==> src/rtl/psr_pkg.sv <==
// psr_pkg: shared PSR bit map, condition codes, ALU control codes and FSM state type
package psr_pkg;
  localparam int PSR_C = 0;
  localparam int PSR_L = 2;
  localparam int PSR_F = 5;
  localparam int PSR_Z = 6;
  localparam int PSR_N = 7;
  localparam int PSR_E = 9;
  localparam logic [15:0] PSR_WMASK = 16'h02E5;
  localparam logic [3:0] COND_EQ = 4'd0;
  localparam logic [3:0] COND_NE = 4'd1;
  localparam logic [3:0] COND_CS = 4'd2;
  localparam logic [3:0] COND_CC = 4'd3;
  localparam logic [3:0] COND_HI = 4'd4;
  localparam logic [3:0] COND_LS = 4'd5;
  localparam logic [3:0] COND_GT = 4'd6;
  localparam logic [3:0] COND_LE = 4'd7;
  localparam logic [3:0] COND_FS = 4'd8;
  localparam logic [3:0] COND_FC = 4'd9;
  localparam logic [3:0] COND_LO = 4'd10;
  localparam logic [3:0] COND_HS = 4'd11;
  localparam logic [3:0] COND_LT = 4'd12;
  localparam logic [3:0] COND_GE = 4'd13;
  localparam logic [3:0] COND_UC = 4'd14;
  localparam logic [3:0] COND_NV = 4'd15;
  typedef enum logic [2:0] {
    ALU_AND = 3'd0, ALU_OR = 3'd1, ALU_XOR = 3'd2, ALU_ADD = 3'd3,
    ALU_SUB = 3'd4, ALU_LSHIFT = 3'd5, ALU_RSHIFT = 3'd6
  } alu_op_t;
  typedef enum logic {ST_NORMAL = 1'b0, ST_IRQ = 1'b1} irq_state_t;
  typedef struct packed {
    logic c;
    logic l;
    logic f;
    logic z;
    logic n;
  } flags_t;
endpackage

==> src/rtl/psr_cond_unit_cond_eval.sv <==
// cond_eval: combinational condition-code decode of the five ALU flags
module cond_eval
  import psr_pkg::*;
(
  input  flags_t     flags,
  input  logic [3:0] cond,
  output logic       take
);
  logic [15:0] tbl;
  assign tbl = {1'b0, 1'b1,
                flags.n | flags.z, ~flags.n & ~flags.z,
                flags.l | flags.z, ~flags.l & ~flags.z,
                ~flags.f, flags.f, ~flags.n, flags.n,
                ~flags.l, flags.l, ~flags.c, flags.c,
                ~flags.z, flags.z};
  assign take = tbl[cond];
endmodule

==> src/rtl/psr_cond_unit.sv <==
// psr_cond_unit: processor status register with masked flag commit, single-level
// interrupt shadowing and a registered condition-code evaluator
module psr_cond_unit
  import psr_pkg::*;
#(
  parameter int PSR_W = 16
) (
  input  logic             clk,
  input  logic             reset,
  input  logic             carry,
  input  logic             low,
  input  logic             flag,
  input  logic             zero,
  input  logic             negative,
  input  logic             flag_we,
  input  logic [4:0]       flag_mask,
  input  logic             psr_we,
  input  logic [PSR_W-1:0] psr_wdata,
  input  logic             irq_enter,
  input  logic             irq_return,
  input  logic             cond_valid,
  input  logic [3:0]       cond,
  output logic             take,
  output logic             take_valid,
  output logic [PSR_W-1:0] psr,
  output logic             in_irq
);
  localparam logic [PSR_W-1:0] WMASK = PSR_W'(PSR_WMASK);
  localparam logic [PSR_W-1:0] E_BIT = PSR_W'(1) << PSR_E;
  irq_state_t state, state_nx;
  logic [PSR_W-1:0] shadow, shadow_nx, flag_upd, psr_upd, psr_nx;
  logic ent, ret, take_nx;
  flags_t fl;
  always_comb begin
    flag_upd = psr;
    flag_upd[PSR_C] = flag_we && flag_mask[4] ? carry : psr[PSR_C];
    flag_upd[PSR_L] = flag_we && flag_mask[3] ? low : psr[PSR_L];
    flag_upd[PSR_F] = flag_we && flag_mask[2] ? flag : psr[PSR_F];
    flag_upd[PSR_Z] = flag_we && flag_mask[1] ? zero : psr[PSR_Z];
    flag_upd[PSR_N] = flag_we && flag_mask[0] ? negative : psr[PSR_N];
    psr_upd = psr_we ? psr_wdata & WMASK : flag_upd;
    ent = state == ST_NORMAL && irq_enter;
    ret = state == ST_IRQ && irq_return;
    psr_nx = ret ? shadow : ent ? psr_upd & ~E_BIT : psr_upd;
    shadow_nx = ent ? psr_upd : shadow;
    state_nx = ret ? ST_NORMAL : ent ? ST_IRQ : state;
  end
  // conditions see the flags as they will be after this edge
  assign fl = {psr_nx[PSR_C], psr_nx[PSR_L], psr_nx[PSR_F], psr_nx[PSR_Z], psr_nx[PSR_N]};
  cond_eval u_eval (.flags(fl), .cond(cond), .take(take_nx));
  always_ff @(posedge clk) begin
    if (reset) begin
      state <= ST_NORMAL;
      psr <= '0;
      shadow <= '0;
      take <= 1'b0;
      take_valid <= 1'b0;
    end else begin
      state <= state_nx;
      psr <= psr_nx;
      shadow <= shadow_nx;
      take <= cond_valid && take_nx;
      take_valid <= cond_valid;
    end
  end
  assign in_irq = state == ST_IRQ;
endmodule

==> config.mk <==
export PLATFORM = sky130hd
export DESIGN_NAME = psr_cond_unit
export DESIGN_NICKNAME = d
export VERILOG_FILES = /design/src/rtl/psr_pkg.sv /design/src/rtl/psr_cond_unit_cond_eval.sv /design/src/rtl/psr_cond_unit.sv
export SDC_FILE = /design/constraint.sdc
export NUM_CORES = 1
export LEC_CHECK = 0
export BUFFER_PORTS_ARGS = -buffer_cell sky130_fd_sc_hd__buf_2
export CAP_MARGIN = 20
export CORE_UTILIZATION = 45
export DETAILED_ROUTE_END_ITERATION = 8
export MAX_ROUTING_LAYER = met4
export PLACE_DENSITY = 0.74
export SYNTH_ARGS = -nofsm -noshare
export SYNTH_HDL_FRONTEND = slang
export SYNTH_HIERARCHICAL = 1
export SYNTH_SLANG_ARGS = --single-unit
==> constraint.sdc <==
create_clock -name clk -period 2.61 [get_ports clk]
set_input_delay 0.3915 -clock clk [delete_from_list [all_inputs] [get_ports clk]]
set_output_delay 0.3915 -clock clk [all_outputs]
set_load 0.01 [all_outputs]
# == Yosys cells after proc, flatten, opt, wreduce, memory -nomap -nowiden ==
# Cells that the tools add are included.
# totals
out_inout_bits,19
word_cells,35
inputBits,37
reg_bits,35
# op_classes
muxes,10
n_reduce_logical,9
order_cmp,1
bitwise_logic,10
# ops
operator,count
16-bit 2-to-1 mux,2
10-bit 2-to-1 mux,1
1-bit logical AND,8
1-bit 2-to-1 mux,6
1-bit NOT,6
4-bit by 5-bit less-than comparator with 1-bit output (second input constant),1
1-bit binary-select mux with 4-bit select,1
1-bit bitwise AND,2
1-bit OR,2
2-bit OR reduction,1

# == Longest topological paths before layout ==
# depth
depth_word,10
ltp_mapped,10
mapped_depth_nobuf,8

# == Hierarchy ==
# The synthesis kept the hierarchy.
# by_module_without_submodules
module,n_inst,area_each_um2,cells_per_inst,seq_area_each_um2
psr_cond_unit,1,1480.2,183,700.7
cond_eval,1,75.1,10,0.0

# == Least setup slack after synthesis ==
# OpenSTA, ideal clock, no wires.
# synth_path
path_kind,input-to-reg
startpoint,input port flag_we
endpoint,register take
n_path_buf,1
setup_time_ps,115
t_arrival_ps,1864
required_ps,2495
path_stages,8
path_slack_ps,631
cell_sequence,buf_2 > a21boi_1 > a311oi_1 > o21ai_1 > a211o_1 > a311oi_1 > xnor2_1 > and2_1
# synth_between
word_cells_on_any_way,25
cone_classes,10 x mux; 9 x bitwise; 6 x reduce/logical
# synth_rtl
item,line_no,source
from (decl),psr_cond_unit.sv:15,"input logic flag_we,"
1-bit logical AND (*),psr_cond_unit.sv:38,flag_upd[PSR_F] = flag_we && flag_mask[2] ? flag : psr[PSR_F];
1-bit 2-to-1 mux (*),psr_cond_unit.sv:38,
16-bit 2-to-1 mux (*),psr_cond_unit.sv:41,psr_upd = psr_we ? psr_wdata & WMASK : flag_upd;
10-bit 2-to-1 mux (*),psr_cond_unit.sv:44,psr_nx = ret ? shadow : ent ? psr_upd & ~E_BIT : psr_upd;
16-bit 2-to-1 mux (*),psr_cond_unit.sv:44,
via psr_nx[5],psr_cond_unit.sv:31,"logic [PSR_W-1:0] shadow, shadow_nx, flag_upd, psr_upd, psr_nx;"
1-bit NOT,psr_cond_unit_cond_eval.sv:13,"~flags.f, flags.f, ~flags.n, flags.n,"
1-bit binary-select mux with 4-bit select (*),psr_cond_unit_cond_eval.sv:16,assign take = tbl[cond];
1-bit 2-to-1 mux (implied by the code) (*),psr_cond_unit_cond_eval.sv:16,
via take_nx,psr_cond_unit.sv:32,"logic ent, ret, take_nx;"
1-bit logical AND (*),psr_cond_unit.sv:62,take <= cond_valid && take_nx;
to (signal assigned),psr_cond_unit.sv:62,
to (decl),psr_cond_unit.sv:23,"output logic take,"
# Mark *: on every way through the listed nets, which the timed path passes. The rest lies on a longest branch. The select of a mux whose other input is x is not followed.
# A chain may end at the register's enable or synchronous reset.

# == Worst setup path after layout ==
# layout_path
startpoint,register state (netlist: in_irq)
endpoint,register take
# layout_between
elab_chain_cells,7
word_cells_on_any_way,14
cone_classes,3 x mux; 9 x bitwise; 2 x reduce/logical
# layout_rtl
item,line_no,source
from (decl),psr_cond_unit.sv:30,"irq_state_t state, state_nx;"
from (signal assigned),psr_cond_unit.sv:59,state <= state_nx;
1-bit logical AND (*),psr_cond_unit.sv:43,ret = state == ST_IRQ && irq_return;
16-bit 2-to-1 mux (*),psr_cond_unit.sv:44,
via psr_nx[6],psr_cond_unit.sv:31,
1-bit NOT,"psr_cond_unit_cond_eval.sv:11, psr_cond_unit_cond_eval.sv:12, psr_cond_unit_cond_eval.sv:15",
"1-bit bitwise AND, on equally long branches","psr_cond_unit_cond_eval.sv:12, psr_cond_unit_cond_eval.sv:11",
1-bit binary-select mux with 4-bit select (*),psr_cond_unit_cond_eval.sv:16,
1-bit 2-to-1 mux (implied by the code) (*),psr_cond_unit_cond_eval.sv:16,
via take_nx,psr_cond_unit.sv:32,
1-bit logical AND (*),psr_cond_unit.sv:62,
# Marked as above.

==> run summary <==
clock buffer depth -> 2
Seq cells post-synth -> 35
Initial DRC Count -> 39
cell area after synthesis -> 0.00156 sq mm
f_max -> 512 MHz
routed vias/inst -> 5.12
CP Capture Type -> flip-flop
Max stage delay on crit path -> 0.41 ns
Distinct cells, synth -> 28
Max-slew headroom -> 52.6%
die area -> 0.00370 sq mm
Total Wirelength -> 3200 microns
EDFF count, synth -> 0
outcome -> finished clean
GR peak layer -> met2
GR Util met1 -> 24.5%
DRC -> 0
vias in the first global route -> 1,170
fin. max-slew vios -> 0
TritonCTS Sinks -> 35
Max Cap Viol -> 0
Area growth, synth to finish -> 18.9%
met2 Resource Use GR -> 30.3%
Rows -> 20
hold buffer count at CTS -> 0
Post-CTS Setup Bufs -> 0
vias -> 1,424
GRT Overall Usage -> 19.9%
CTS-repair resized insts -> 0
I/O pins -> 56
buffers added on ports -> 45
worst vdd ir -> 0.324 mV
Syn Area/Cell -> 8.06 sq um
clock root buffer -> clkbuf_4
Wirelength per Cell -> 11.5 microns
Core ar. -> 0.00315 sq mm
drt pass-1 iters -> 4
Primary FF master, synth -> dfxtp_1
skew final -> 0.00623 ns
GRT Residual Overflow -> 0
Final setup viols -> 0
Die Height -> 60.8 microns
clk_lat worst skew -> 0.34 ns
layout cells sized above 1 -> 23.5%
Worst setup SP type -> flip-flop
buffers plus inverters on the worst setup path -> 0
power density cells -> 559 mW/mm^2
Post-Syn Nets -> 230
synthesized instance count -> 193
gpl congestion -> 0.787
Tmin final -> 1.95 ns
worst-margin pin slew -> 0.711 ns
Final TNS setup -> 0 ns
commonest cells after routing, fill and taps aside -> nand2_1 (57), buf_2 (45), dfxtp_1 (35), a21oi_1 (21)
asr flop ratio synth -> 0%
CP cell instances -> and2_4, nand2_1, o21ai_1, nor3b_1, a211o_1, a311oi_1, xnor2_1, and2_1
Hold Vio Cnt, Final -> 0
Reg2Reg Setup Slack -> 0.66 ns
CP arrival -> 2.23 ns
antenna-violating nets left -> 0
most common cell after layout, fill and taps aside -> nand2_1
crit path kind -> flip-flop to flip-flop
pin count of the biggest net entering global routing -> 40
Top Family by Delay on Critical Path -> compound AO/OA/AOI/OAI gates
fin crit share -> 74.8%
total power -> 1030 uW
first-pass GRT wire length -> 5170 microns
P_leak -> 0.000752 uW
WP data required -> 2.89 ns
Die X -> 60.8 microns
Starting Density -> 49.3%
TritonCTS Buffers -> 5
dpl hpwl -> 2110 microns
initial antenna violation count -> 0
# diodes -> 0
YS warnings -> 6
hold_ws -> 0.316 ns
CP Max Fanout -> 18
CTS tree -> done
fin nets -> 270
htree depth -> 2
slowest cell on the critical path -> dfxtp_1
met3 GRT Util -> 6.40%
register area share after synthesis -> 45.1%
Reg clk slew, reported paths -> 0.10 ns
RSZ-0062 raised after global routing -> false
Hold Crit Class -> input pin to flip-flop
## layout make-up
type	count	area (sq um)
fill	325	1300
sequential	35	701
inverter	1	3.75
clock buffer	8	68.8
tap	44	55.1
multi-input combinational	143	781
timing repair buffer	47	240
## state kept, by name (all words and copies together) (netlist names)
register / cells
take_valid: 1
shadow: 16
take: 1
psr: 16
in_irq: 1
## per-layer routing
layer	vias to the layer above	part of all wire [%]
li1	747	-
met1	625	48
met2	45	45
met3	7	5.2
met4	0	1.3
met5	-	0
## worst paths after layout
kind | from | to | depth (start not counted)
max | in_irq | take | 8
min reg2reg | shadow[1] | psr[1] | 2
max reg2reg | in_irq | take | 8
min | cond_valid | take_valid | 2
## worst reg2reg max path, delay by kind of cell, from the launching register on
kind            cells  cell delay [ns]
xor+xnor            1             0.16
compound gates      3             0.75
flops               1             0.41
simple gates        4             0.60
## metrics by stage
stage	utilization [%]	instances	instance area, sq um	setup slack, ns
after global routing	58.7	278	1850	0.413
after floorplan	-	193	1560	0.631
after global placement	56.5	270	1780	0.401
final	58.7	278	1850	0.658
after detailed placement	56.5	270	1780	0.386
after CTS	58.7	278	1850	0.646
## report_power, final
part	total (uW)	leakage, uW	internal [uW]	switching (uW)
clock network	333	0.0000386	158	174
logic	143	0.000428	59.5	83.3
registers	559	0.000285	551	7.51
## Yosys cell counts, types with 2 or more instances
master	count	area share (%)
nand2_1	57	14
dfxtp_1	35	45
a21oi_1	21	6.8
nand2b_1	11	4.4
nor2b_1	11	4.4
o32ai_1	10	5.6
a311oi_1	6	3.4
clkbuf_1	6	1.4
a21boi_1	5	2.4
buf_2	5	1.6
o21ai_1	4	1.3
mux2i_1	3	1.9
nor3_1	3	0.97
nor2_1	2	0.48
## cells by family (layout without fill, tap and decap cells)
family | Yosys count | after routing | synth area share, %
AOI/OAI and AO/OA | 50 | 50 | 21.3
and+or+nand+nor | 89 | 89 | 26.4
buffers and inverters | 15 | 56 | 4.75
DFF | 35 | 35 | 45.1
xor gates and xnor gates | 1 | 1 | 0.563
muxes | 3 | 3 | 1.93
(Power assumes the default switching activity.)
